File: config.mk
export PLATFORM = sky130hd
export DESIGN_NAME = seg_scan_ctrl_flat
export DESIGN_NICKNAME = d
export VERILOG_FILES = /design/src/rtl/seg_pkg.sv /design/src/rtl/seg_scan_ctrl_if.sv /design/src/rtl/seg_decode.sv /design/src/rtl/seg_scan_ctrl.sv /design/src/flat_wrapper.sv
export SDC_FILE = /design/constraint.sdc
export NUM_CORES = 1
export LEC_CHECK = 0
export CAP_MARGIN = 20
export CORE_MARGIN = 2
export CORE_UTILIZATION = 60
export CTS_BUF_LIST = sky130_fd_sc_hd__clkbuf_8
export DETAILED_ROUTE_END_ITERATION = 8
export GPL_TIMING_DRIVEN = 0
export PLACE_DENSITY_LB_ADDON = 0.1
export SLEW_MARGIN = 20
export SYNTH_ARGS = -nofsm -noshare
export SYNTH_HDL_FRONTEND = slang
export SYNTH_HIERARCHICAL = 1
export SYNTH_SLANG_ARGS = --single-unit
File: constraint.sdc
create_clock -name clk -period 8.1 [get_ports clk]
set_input_delay 1.62 -clock clk [delete_from_list [all_inputs] [get_ports clk]]
set_output_delay 1.62 -clock clk [all_outputs]
set_load 0.01 [all_outputs]
File: src/rtl/seg_pkg.sv
// Shared constants for the multiplexed seven-segment scan controller.
package seg_pkg;

    // Each digit dwell is divided into this many brightness slots
    localparam int unsigned SLOT_CNT = 16;

    // Active-high pattern for a dark digit
    localparam logic [7:0] SEG_BLANK = 8'h00;

    // Active-high hex glyphs, bit0 = a ... bit6 = g, bit7 (dp) left clear
    localparam logic [7:0] SEG_TABLE [16] = '{
        8'h3F, 8'h06, 8'h5B, 8'h4F, 8'h66, 8'h6D, 8'h7D, 8'h07,
        8'h7F, 8'h6F, 8'h77, 8'h7C, 8'h39, 8'h5E, 8'h79, 8'h71
    };

endpackage

File: src/rtl/seg_scan_ctrl_if.sv
// Host-side control and display-side drive bundle of seg_scan_ctrl.
interface seg_scan_ctrl_if #(
    parameter int unsigned NUM_DIG = 8
);
    logic                   en;
    logic                   load;
    logic [4*NUM_DIG-1:0]   data;
    logic [NUM_DIG-1:0]     dp;
    logic [NUM_DIG-1:0]     blink_mask;
    logic                   blank_lz;
    logic [3:0]             bright;
    logic [NUM_DIG-1:0]     sel;
    logic [7:0]             seg;
    logic                   frame_done;

    // Host / testbench side
    modport master (
        output en, load, data, dp, blink_mask, blank_lz, bright,
        input  sel, seg, frame_done
    );

    // Controller side
    modport slave (
        input  en, load, data, dp, blink_mask, blank_lz, bright,
        output sel, seg, frame_done
    );

endinterface

File: src/rtl/seg_decode.sv
// Combinational hex nibble to active-high segment pattern with decimal point.
module seg_decode
    import seg_pkg::*;
(
    input  logic [3:0] i_nibble,
    input  logic       i_dp,
    output logic [7:0] o_seg_c
);

    // Table lookup, dp merged into bit 7
    assign o_seg_c = SEG_TABLE[i_nibble] | {i_dp, 7'b000_0000};

endmodule

File: src/rtl/seg_scan_ctrl.sv
// Time-multiplexed seven-segment scanner with tear-free double buffering,
// PWM brightness, per-digit blink and leading-zero blanking.
module seg_scan_ctrl
    import seg_pkg::*;
#(
    parameter int unsigned CLK_FREQ       = 50_000_000,
    parameter int unsigned SCAN_FREQ      = 1000,
    parameter int unsigned NUM_DIG        = 8,
    parameter int unsigned BLINK_HZ       = 2,
    parameter int unsigned SEL_ACTIVE_LOW = 0,
    parameter int unsigned SEG_ACTIVE_LOW = 1
) (
    input  logic            clk,
    input  logic            reset,
    seg_scan_ctrl_if.slave  bus
);

    localparam int unsigned DWELL      = CLK_FREQ / SCAN_FREQ;
    localparam int unsigned SLOT_LEN   = DWELL / SLOT_CNT;
    localparam int unsigned BLINK_HALF = CLK_FREQ / (2 * BLINK_HZ);
    localparam int unsigned IDX_W      = $clog2(NUM_DIG);
    localparam int unsigned SUB_W      = (SLOT_LEN > 1) ? $clog2(SLOT_LEN) : 1;
    localparam int unsigned BLK_W      = (BLINK_HALF > 1) ? $clog2(BLINK_HALF) : 1;
    localparam int unsigned DATA_W     = 4 * NUM_DIG;

    localparam logic [NUM_DIG-1:0] SEL_OFF = (SEL_ACTIVE_LOW != 0) ? {NUM_DIG{1'b1}} : {NUM_DIG{1'b0}};
    localparam logic [7:0]         SEG_OFF = (SEG_ACTIVE_LOW != 0) ? 8'hFF : 8'h00;

    // Reject configurations the slot/blink counters cannot represent
    if ((DWELL % SLOT_CNT) != 0 || DWELL < SLOT_CNT || BLINK_HALF < 1 ||
        NUM_DIG < 2 || NUM_DIG > 16) begin : g_bad_cfg
        $error("seg_scan_ctrl: unsupported parameter combination");
    end

    // Scan position: tick_cnt is {r_slot, r_sub} in units of SLOT_LEN
    logic [SUB_W-1:0]   r_sub;
    logic [3:0]         r_slot;
    logic [IDX_W-1:0]   r_idx;
    logic [BLK_W-1:0]   r_blk_cnt;
    logic               r_blk_ph;

    // Shadow (host-written) and active (displayed) buffers
    logic [DATA_W-1:0]  r_sh_data;
    logic [NUM_DIG-1:0] r_sh_dp;
    logic [NUM_DIG-1:0] r_sh_mask;
    logic [DATA_W-1:0]  r_act_data;
    logic [NUM_DIG-1:0] r_act_dp;
    logic [NUM_DIG-1:0] r_act_mask;

    logic               r_frame_done;
    logic [NUM_DIG-1:0] r_sel;
    logic [7:0]         r_seg;

    logic               w_sub_wrap;
    logic               w_tick_wrap;
    logic               w_last_dig;
    logic               w_boundary;
    logic               w_blk_wrap;
    logic [3:0]         w_nib;
    logic               w_dig_dp;
    logic [IDX_W-1:0]   w_msnz;
    logic               w_lit;
    logic [7:0]         w_seg_dec;
    logic [NUM_DIG-1:0] w_onehot;

    assign w_sub_wrap  = (r_sub == SUB_W'(SLOT_LEN - 1));
    assign w_tick_wrap = w_sub_wrap && (r_slot == 4'(SLOT_CNT - 1));
    assign w_last_dig  = (r_idx == IDX_W'(NUM_DIG - 1));
    assign w_boundary  = bus.en && w_tick_wrap && w_last_dig;
    assign w_blk_wrap  = (r_blk_cnt == BLK_W'(BLINK_HALF - 1));

    // Dwell, digit and blink-phase counters; all parked at zero while disabled
    always_ff @(posedge clk or posedge reset) begin
        if (reset) begin
            r_sub     <= '0;
            r_slot    <= '0;
            r_idx     <= '0;
            r_blk_cnt <= '0;
            r_blk_ph  <= 1'b0;
        end else if (!bus.en) begin
            r_sub     <= '0;
            r_slot    <= '0;
            r_idx     <= '0;
            r_blk_cnt <= '0;
            r_blk_ph  <= 1'b0;
        end else begin
            r_sub <= w_sub_wrap ? '0 : r_sub + SUB_W'(1);
            if (w_sub_wrap) begin
                r_slot <= r_slot + 4'd1;
            end
            if (w_tick_wrap) begin
                r_idx <= w_last_dig ? '0 : r_idx + IDX_W'(1);
            end
            r_blk_cnt <= w_blk_wrap ? '0 : r_blk_cnt + BLK_W'(1);
            if (w_blk_wrap) begin
                r_blk_ph <= ~r_blk_ph;
            end
        end
    end

    // Double buffer: commit only on a frame boundary (or at once when idle);
    // a load landing on the boundary itself bypasses the shadow
    always_ff @(posedge clk or posedge reset) begin
        if (reset) begin
            r_sh_data  <= '0;
            r_sh_dp    <= '0;
            r_sh_mask  <= '0;
            r_act_data <= '0;
            r_act_dp   <= '0;
            r_act_mask <= '0;
        end else begin
            if (bus.load) begin
                r_sh_data <= bus.data;
                r_sh_dp   <= bus.dp;
                r_sh_mask <= bus.blink_mask;
            end
            if (bus.load && (!bus.en || w_boundary)) begin
                r_act_data <= bus.data;
                r_act_dp   <= bus.dp;
                r_act_mask <= bus.blink_mask;
            end else if (w_boundary) begin
                r_act_data <= r_sh_data;
                r_act_dp   <= r_sh_dp;
                r_act_mask <= r_sh_mask;
            end
        end
    end

    // One-cycle pulse following each frame boundary
    always_ff @(posedge clk or posedge reset) begin
        if (reset) begin
            r_frame_done <= 1'b0;
        end else begin
            r_frame_done <= w_boundary;
        end
    end

    // Current digit contents and the blanking decision
    always_comb begin
        w_nib    = r_act_data[{r_idx, 2'b00} +: 4];
        w_dig_dp = r_act_dp[r_idx];
        w_msnz   = '0;
        for (int unsigned k = 0; k < NUM_DIG; k++) begin
            if (r_act_data[k*4 +: 4] != 4'h0) begin
                w_msnz = IDX_W'(k);
            end
        end
        w_lit = 1'b1;
        if (r_blk_ph && r_act_mask[r_idx]) begin
            w_lit = 1'b0;
        end
        // idx > msnz already excludes digit 0
        if (bus.blank_lz && (r_idx > w_msnz) && !w_dig_dp) begin
            w_lit = 1'b0;
        end
        w_onehot = NUM_DIG'(1) << r_idx;
    end

    seg_decode u_decode (
        .i_nibble (w_nib),
        .i_dp     (w_dig_dp),
        .o_seg_c  (w_seg_dec)
    );

    // Registered drive; sel gated by brightness slot, seg held for the dwell
    always_ff @(posedge clk or posedge reset) begin
        if (reset) begin
            r_sel <= SEL_OFF;
            r_seg <= SEG_OFF ^ SEG_BLANK;
        end else if (!bus.en || !w_lit) begin
            r_sel <= SEL_OFF;
            r_seg <= SEG_OFF ^ SEG_BLANK;
        end else begin
            r_sel <= SEL_OFF ^ ((r_slot <= bus.bright) ? w_onehot : {NUM_DIG{1'b0}});
            r_seg <= SEG_OFF ^ w_seg_dec;
        end
    end

    assign bus.sel        = r_sel;
    assign bus.seg        = r_seg;
    assign bus.frame_done = r_frame_done;

endmodule

File: src/flat_wrapper.sv
// flat-port wrapper written by rule: the top's interface ports become plain ports
module seg_scan_ctrl_flat import seg_pkg::*;
#(
    parameter int unsigned CLK_FREQ       = 50_000_000,
    parameter int unsigned SCAN_FREQ      = 1000,
    parameter int unsigned NUM_DIG        = 8,
    parameter int unsigned BLINK_HZ       = 2,
    parameter int unsigned SEL_ACTIVE_LOW = 0,
    parameter int unsigned SEG_ACTIVE_LOW = 1
)
  (clk, reset, bus_en, bus_load, bus_data, bus_dp, bus_blink_mask, bus_blank_lz, bus_bright, bus_sel, bus_seg, bus_frame_done);
  seg_scan_ctrl_if #(.NUM_DIG(NUM_DIG)) bus_i ();
  input  logic clk;
  input  logic reset;
  input wire logic [$bits(bus_i.en)-1:0] bus_en;
  input wire logic [$bits(bus_i.load)-1:0] bus_load;
  input wire logic [$bits(bus_i.data)-1:0] bus_data;
  input wire logic [$bits(bus_i.dp)-1:0] bus_dp;
  input wire logic [$bits(bus_i.blink_mask)-1:0] bus_blink_mask;
  input wire logic [$bits(bus_i.blank_lz)-1:0] bus_blank_lz;
  input wire logic [$bits(bus_i.bright)-1:0] bus_bright;
  output wire logic [$bits(bus_i.sel)-1:0] bus_sel;
  output wire logic [$bits(bus_i.seg)-1:0] bus_seg;
  output wire logic [$bits(bus_i.frame_done)-1:0] bus_frame_done;
  assign bus_i.en = bus_en;
  assign bus_i.load = bus_load;
  assign bus_i.data = bus_data;
  assign bus_i.dp = bus_dp;
  assign bus_i.blink_mask = bus_blink_mask;
  assign bus_i.blank_lz = bus_blank_lz;
  assign bus_i.bright = bus_bright;
  assign bus_sel = bus_i.sel;
  assign bus_seg = bus_i.seg;
  assign bus_frame_done = bus_i.frame_done;
  seg_scan_ctrl #(.CLK_FREQ(CLK_FREQ), .SCAN_FREQ(SCAN_FREQ), .NUM_DIG(NUM_DIG), .BLINK_HZ(BLINK_HZ), .SEL_ACTIVE_LOW(SEL_ACTIVE_LOW), .SEG_ACTIVE_LOW(SEG_ACTIVE_LOW)) u_core (.clk(clk), .reset(reset), .bus(bus_i));
endmodule
# Word level (Yosys, flattened, before mapping)
# Memory sizes are Yosys's and may differ from the RTL's.
# Index checks and enable logic that the tools add are counted.
# Widths: inputs -> output; s select.
[word_totals]
n_memories = 1
wordCells = 91
inputBits = 57
register_bits = 157
romBits = 128
[memory_table]
columns = ["memory", "words", "width", "rd", "rd_clocked_by_memory_dff", "write_ports", "line", "rtl"]
rows = [
  ["(no name shown)", 16, 8, 1, 0, 0, "seg_decode.sv:11", "assign o_seg_c = SEG_TABLE[i_nibble] | {i_dp, 7'b000_0000};"],
]
[op_classes]
n_mux = 35
bitwise_logic = 4
order_cmp = 4
add_sub_neg = 4
shift = 2
n_eq_ne = 7
reduce_logical = 20
[ops]
columns = ["cell", "n"]
rows = [
  ["$mux 8", 9],
  ["$mux 32", 2],
  ["$mux 24", 2],
  ["$shiftx 32x6->4", 1],
  ["$reduce_bool 4->1", 7],
  ["$add 24x1->24 const B", 1],
  ["$eq 24x24->1 const B", 1],
  ["$mux 12", 2],
  ["$mux 3", 7],
  ["$add 12x1->12 const B", 1],
  ["$eq 12x12->1 const B", 1],
  ["$mux 4", 2],
  ["$not 8->8", 1],
  ["$or 8x8->8", 1],
  ["$shl 1x3->8 const A", 1],
  ["$logic_and 1x1->1", 7],
  ["$mux 1", 7],
  ["$bmux 1 s3", 2],
  ["$ne 2x1->1 const B", 3],
  ["$ge 5x5->1 const B", 1],
  ["$not 4->5", 1],
  ["$add 4x1->4 const B", 1],
  ["$eq 4x4->1 const B", 1],
  ["$le 4x4->1", 1],
  ["9 further kinds", 13],
]

# Depth between registers and ports, before layout
# Gate-level depths: netlist of the first run.
[depth]
depth_word = 15
mapped_depth = 10

# Hierarchy
# The synthesis of the first run kept the hierarchy.
[by_module_without_submodules]
columns = ["mod", "instances", "area_per_inst_um2", "seq_area_each_um2", "cells_each"]
rows = [
  ["seg_scan_ctrl", 1, 7754.9, 3938.8, 695],
  ["seg_decode", 1, 290.3, 0.0, 34],
]

# Worst setup path before layout of the first run
# No wires, ideal clock.
[synth_path]
kind = "input -> register"
from = "in bus_en"
to = "reg u_core.r_act_dp[0]"
slack_ns = 5.354
setup_time_ns = 0.065
cell_stages = 6
t_arrival_ns = 2.682
path_cell_list = "nor2b_1 > clkbuf_1 > clkbuf_1 > a22oi_1 > a21oi_1 > a31o_2"
[synth_via]
elab_chain_cells = 5
word_cells_on_any_way = 7
[synth_rtl]
columns = ["item", "line", "rtl"]
rows = [
  ["start: declaration", "flat_wrapper.sv:15", "input wire logic [$bits(bus_i.en)-1:0] bus_en;"],
  ["$logic_and 1x1->1 (2 in series)", "seg_scan_ctrl.sv:69", "assign w_boundary = bus.en && w_tick_wrap && w_last_dig;"],
  ["$logic_or 1x1->1", "seg_scan_ctrl.sv:117", "if (bus.load && (!bus.en || w_boundary)) begin"],
  ["$logic_and 1x1->1", "seg_scan_ctrl.sv:117", ""],
  ["$mux 8 / $reduce_bool 2->1 (equally long branches)", "-", ""],
  ["end signal: assignment", "seg_scan_ctrl.sv:119", "r_act_dp <= bus.dp;"],
  ["end signal: assignment", "seg_scan_ctrl.sv:123", "r_act_dp <= r_sh_dp;"],
  ["end: declaration", "seg_scan_ctrl.sv:47", "logic [NUM_DIG-1:0] r_act_dp;"],
]
# Several ways; a longest one is shown, not always the timed one.
# A chain may end at the register's enable or synchronous reset.

# Worst setup path after layout of the first run
[layout_path]
from = "in bus_en"
to = "reg u_core.r_act_mask[5]"
[layout_via]
elab_chain_cells = 5
word_cells_on_any_way = 7
[layout_rtl]
columns = ["item", "line", "rtl"]
rows = [
  ["$logic_and 1x1->1 (2 in series)", "seg_scan_ctrl.sv:69", ""],
  ["$logic_or 1x1->1", "seg_scan_ctrl.sv:117", ""],
  ["$logic_and 1x1->1", "seg_scan_ctrl.sv:117", ""],
  ["$mux 8 / $reduce_bool 2->1 (equally long branches)", "-", ""],
  ["end signal: assignment", "seg_scan_ctrl.sv:120", "r_act_mask <= bus.blink_mask;"],
  ["end signal: assignment", "seg_scan_ctrl.sv:124", "r_act_mask <= r_sh_mask;"],
  ["end: declaration", "seg_scan_ctrl.sv:48", "logic [NUM_DIG-1:0] r_act_mask;"],
]
# Several ways; a longest one is shown, not always the timed one.

==> results of run 1 <==
-- routing by layer --
layer	vias up	wire, um	track usage
met5	-	0	0
met4	0	293	0.0809
met3	32	937	0.0551
met2	195	8820	0.442
met1	3078	7920	0.358
li1	2905	-	-
-- layout make-up --
class / count / area [sq um]
tap: 176 / 220
sequential: 157 / 3940
multi-input combinational: 496 / 3750
timing repair buffer: 74 / 758
clock buffer: 19 / 262
fill: 985 / 3690
clock inverter: 13 / 210
buffer: 53 / 263
inverter: 23 / 96.3
-- logic make-up after synthesis --
kind of cell,after synthesis,synth area share
buffers and inverters,76,0.0437
AND/OR/NAND/NOR,192,0.127
AO/OA/AOI/OAI,179,0.155
XOR/XNOR,26,0.0283
multiplexers,75,0.119
adder cells (fa/ha/maj),24,0.0373
flip-flops,157,0.490
-- path summary, 6_finish.rpt --
path                                      from              endpoint  slack (ns)
min in group asynchronous                reset       u_core/r_sub[3]        1.58
max reg2reg                    u_core/r_idx[1]     u_core/bus.seg[3]        5.00
max                                     bus_en  u_core/r_act_mask[5]        4.69
max in group asynchronous                reset     u_core/bus.seg[4]        5.74
min reg2reg                u_core/r_blk_cnt[0]   u_core/r_blk_cnt[0]        0.46
min                        u_core/r_blk_cnt[0]   u_core/r_blk_cnt[0]        0.46
-- stage by stage --
step / cells / utilization / instance area (sq um) / power (W)
floorplan: 729 / - / 8050 / 0.00108
global placement: 978 / 0.682 / 9000 / 0.00117
detailed placement: 979 / 0.685 / 9030 / 0.00119
CTS: 1011 / 0.720 / 9500 / 0.00186
global route: 1011 / 0.720 / 9500 / 0.00193
finish: 1011 / 0.720 / 9500 / 0.00185
-- synth_stat cells (all sizes together) (2+ instances only) --
cell type	number
dfrtp	149
a21oi	59
mux2	55
a22oi	48
a31o	46
nor2	44
clkbuf	39
nand2	34
ha	24
inv	23
nand4	22
nor4	22
nand3	20
xnor2	17
buf	14
mux4	11
mux2i	9
xor2	9
dfstp	8
o21ai	8
or4	8
nor2b	7
nor3	7
o31ai	7
and3	6
nand2b	6
or3	6
a211oi	4
a21bo	3
and4	2
nor3b	2
nor4bb	2
-- report_power, final --
| part | total, W | switching [W] | internal, W |
|---|---|---|---|
| logic | 0.000271 | 0.000123 | 0.000148 |
| clock network | 0.000679 | 0.000294 | 0.000385 |
| registers | 0.000902 | 0.0000453 | 0.000856 |
-- state kept, by name, summed over array words and instances, names as in the netlist, 8 cells and up --
name,count
u_core/r_act_data,32
u_core/r_sh_data,32
u_core/r_blk_cnt,24
u_core/r_sub,12
u_core/bus.seg,8
u_core/bus.sel,8
u_core/r_act_dp,8
u_core/r_act_mask,8
u_core/r_sh_dp,8
u_core/r_sh_mask,8
-- worst max-delay path, delay by kind of cell --
family	cells	cell delay, ns
buffers and inverters	3	1.49
AO/OA/AOI/OAI	3	0.46
AND/OR/NAND/NOR	1	0.24
==> flow_metrics.tcl, run 1 <==
set metrics [dict create \
    status "finished, final reports clean" \
    cts_resized 0 \
    crit_top_cell "clkbuf_1" \
    rows 42 \
    cp_slowest_stage_delay_ns 0.61 \
    vias 6210 \
    critPathMaxFanout 10 \
    die_h_um 120 \
    netlist.area_leader.share 0.463 \
    root_buffer "clkbuf_8" \
    layout_commonest_cell "dfrtp_1" \
    max_slew_margin 0.436 \
    final.setup.worst_slack_ns 4.69 \
    async_flop_share 1.00 \
    start_kind "input port" \
    worstPathArrival_ns 3.82 \
    syn-num-nets 810 \
    nets 903 \
    critPathKind "input port to flop" \
    worstMarginPinSlew_ns 0.847 \
    synth_area_sq_um 8050 \
    ys_seq_area_frac 0.490 \
    netlist_instances 729 \
    die-width_um 120 \
    numCtsBuffers 17 \
    dr.pass1.iters 5 \
    insertion_delay_ns 0.47 \
    cts_setup_buffers 0 \
    rr_worst_depth 10 \
    ios 74 \
    end_kind "flop" \
    wirelength_mm 18.0 \
    first_global_vias 6162 \
    max_cap_violations 0 \
    drive_above_1_share 0.201 \
    dpl_worst_slack_ns 4.25 \
    cts_max_path_buffers 2 \
    htree_num_levels 4 \
    ant_nets 0 \
    powerDensity_nw_per_um2 195 \
    cp.required_ns 8.51 \
    synth_area_leaders "dfrtp_1 46%, mux2_2 7.7%, a31o_2 4.6%, a22oi_1 4.5%, ha_1 3.7%" \
    initial_core_util 0.610 \
    port_buffers 73 \
    avgSynthCellArea_sq_um 11.0 \
    gp_congestion 0.911 \
    grt_max_degree 95 \
    yosys_register_bits 157 \
    rsz0062_at_grt "false" \
    hold_viol_final 0 \
    synth_area_leader_cell "dfrtp_1" \
    postCtsHoldBufs 0 \
    cts_tree "yes" \
    antenna_found_initial 0 \
    grt_overflow 0 \
    drt_iter0_drc 440 \
    diodes 0 \
    dieArea_sq_um 14400 \
    grt_first_pass_wirelength_mm 30.2 \
    clock_skew_ns 0.0120 \
    ys_warn_count 6 \
    finalMaxSlewViolations 0 \
    hold_path.class "flop to flop" \
    synth-edff-count 0 \
    ir_worst_vdd_v 0.000183 \
    wl_per_cell_um 17.8 \
    drt-vias-per-instance 6.14 \
    drc 0 \
    min_period_over_period 0.421 \
    core_sq_um 13200 \
    whs_path_depth 1 \
    hpwl_mm 13.1 \
    crit_slowest_cell "clkdlybuf4s50_1" \
    path_clk_slew_ns 0.08 \
    fin_crit_ns 3.41 \
    setup_viol_count_final 0 \
    syn2layout_area_growth_pct 18.1 \
    final_cell_mix "149 x dfrtp_1, 73 x clkdlybuf4s50_1, 59 x a21oi_1" \
    grtUsageTotal 0.267 \
    fin_tns_setup_ns 0 \
    synth_ff_type "dfrtp_1" \
    leakage_nw 3.84 \
    cts.sink_count 157 \
    path_cells "clkdlybuf4s50_1 > nor2b_1 > clkbuf_1 > clkbuf_1 > a22oi_1 > a21oi_1 > a31o_2" \
    yosys.cell_types.count 47 \
    holdWs_ns 0.460 \
    max_freq_mhz 293 \
]
No activity file was read; power rests on OpenSTA's default activity.
==> run 2, diff against run 1 <==
clock period = 3.32 ns   (was 8.1 ns; I/O delays follow)
==> run 2 against run 1 <==
Net effect: die area unchanged; global-route usage up 0.62 points; total power up 130%; sequential cell count unchanged; sequential share of layout area about the same; critical path type is now flop to flop; largest cell class unchanged; highest routed layer unchanged.
==> flow_metrics.tcl, run 2 (synthesized netlist as in run 1, its figures left out) <==
set metrics [dict create \
    drive_above_1_share 0.200 \
    setup_viol_count_final 0 \
    start_kind "flop" \
    path_cells "clkbuf_1 > buf_1 > mux4_2 > nand2_1 > nand2_1 > inv_1 > ha_1 > inv_1 > mux4_2 > nand4_1" \
    clock_skew_ns 0.0127 \
    fin_area_sq_um 9510 \
    cp.required_ns 3.72 \
    antenna_found_initial 0 \
    hold_viol_final 0 \
    critPathKind "flop to flop" \
    top_regs "u_core/r_act_data (32), u_core/r_sh_data (32), u_core/r_blk_cnt (24)" \
    port_buffers 73 \
    numCtsBuffers 17 \
    wirelength_mm 18.5 \
    layout_commonest_cell "dfrtp_1" \
    worst-path-buf-inv 4 \
    finalMaxSlewViolations 0 \
    gp_congestion 0.903 \
    max_freq_mhz 326 \
    r2r-start "u_core/r_idx[1]" \
    hpwl_mm 13.6 \
    max_slew_margin 0.443 \
    first_global_vias 6267 \
    cp.depth 10 \
    crit_slowest_cell "buf_1" \
    drt-vias-per-instance 6.17 \
    insertion_delay_ns 0.47 \
    fin_tns_setup_ns 0 \
    ios 74 \
    grt_overflow 0 \
    whs_path_depth 1 \
    root_buffer "clkbuf_8" \
    hold_path.class "flop to flop" \
    grtUsageTotal 0.273 \
    postCtsHoldBufs 0 \
    vias 6262 \
    drt_iter0_drc 444 \
    fin_crit_ns 3.07 \
    initial_core_util 0.610 \
    end_kind "flop" \
    worstMarginPinSlew_ns 0.835 \
    leakage_nw 3.87 \
    worst_path_dominant_cell_family "buffers and inverters" \
    min_period_over_period 0.925 \
    powerDensity_nw_per_um2 455 \
    syn2layout_area_growth_pct 18.1 \
    dp_cells 983 \
    critPathMaxFanout 10 \
    cp_slowest_stage_delay_ns 0.56 \
    rows 42 \
    final_cell_mix "149 x dfrtp_1, 73 x clkdlybuf4s50_1, 59 x a21oi_1" \
    drc 0 \
    worstPathArrival_ns 3.47 \
    ant_nets 0 \
    htree_num_levels 4 \
    hold_end "u_core/r_blk_cnt[0]" \
    r2r_setup_slack_ns 0.25 \
    fin_util 0.721 \
    cts_setup_buffers 0 \
    status "finished, final reports clean" \
    grt_first_pass_wirelength_mm 30.9 \
    nets 907 \
    hp-start "u_core/r_blk_cnt[0]" \
    timing.rr.end "u_core/bus.seg[3]" \
    diodes 0 \
    wl_per_cell_um 18.2 \
    rr_worst_depth 10 \
    die-width_um 120 \
    rsz0062_at_grt "false" \
    cts.sink_count 157 \
    place_area_sq_um 9100 \
    dr.pass1.iters 5 \
    ir_worst_vdd_v 0.000344 \
    cts_tree "yes" \
    dieArea_sq_um 14400 \
    core_sq_um 13200 \
    die_h_um 120 \
    max_cap_violations 0 \
    cts_resized 0 \
    grt_max_degree 37 \
    finalNonFillerCells 1015 \
    cts_max_path_buffers 2 \
    path_clk_slew_ns 0.08 \
]
[run 2: cell count changes in the layout (fill, tap and decap cells not counted), sizes merged]
cell,change
clkinv,+2
bufinv,-2
clkbuf,+1
buf,+4
clkinvlp,-1
[run 2: how the worst max path moves through the flow]
stage / start / to / slack [ns]
6_report: u_core/r_idx[1] / u_core/bus.seg[3] / 0.25
5_1_grt: u_core/r_idx[0] / u_core/bus.seg[3] / 0.07
4_1_cts: u_core/r_idx[0] / u_core/bus.seg[3] / 0.25
3_5_place_dp: u_core/r_idx[1] / u_core/bus.seg[3] / 0.29
3_3_place_gp: reset / u_core/r_sh_data[9] / -0.50
2_1_floorplan: reset / u_core/bus.frame_done / 0.68
[run 2: area by class of cell]
type,count,area (sq um)
Sequential cell,157,3940
Clock buffer,20,275
Timing Repair Buffer,78,831
Multi-Input combinational cell,496,3750
Buffer,53,263
Clock inverter,12,130
Tap cell,176,220
Inverter,23,92.6
Fill cell,966,3680
[run 2: where the power goes]
group,total [W],internal (W),switching [W]
registers,0.00220,0.00209,0.000113
logic,0.000674,0.000369,0.000305
clock network,0.00145,0.000785,0.000663
total,0.00433,0.00324,0.00108
[run 2: through the flow]
| stage | hold slack [ns] | worst slack [ns] | total power [W] |
|---|---|---|---|
| 6_report | 0.456 | 0.250 | 0.00433 |
| 3_3_place_gp | 0.444 | -0.500 | 0.00285 |
| 3_5_place_dp | 0.452 | 0.293 | 0.00291 |
| 2_1_floorplan | 0.433 | 0.676 | 0.00265 |
| 4_1_cts | 0.462 | 0.247 | 0.00434 |
| 5_1_grt | 0.481 | 0.0730 | 0.00452 |
[run 2: layer usage]
metal / vias up / wire length, um / track usage
li1: 2908 / - / -
met1: 3104 / 8090 / 0.363
met2: 205 / 8930 / 0.443
met3: 45 / 944 / 0.0594
met4: 0 / 492 / 0.107
met5: - / 0 / 0
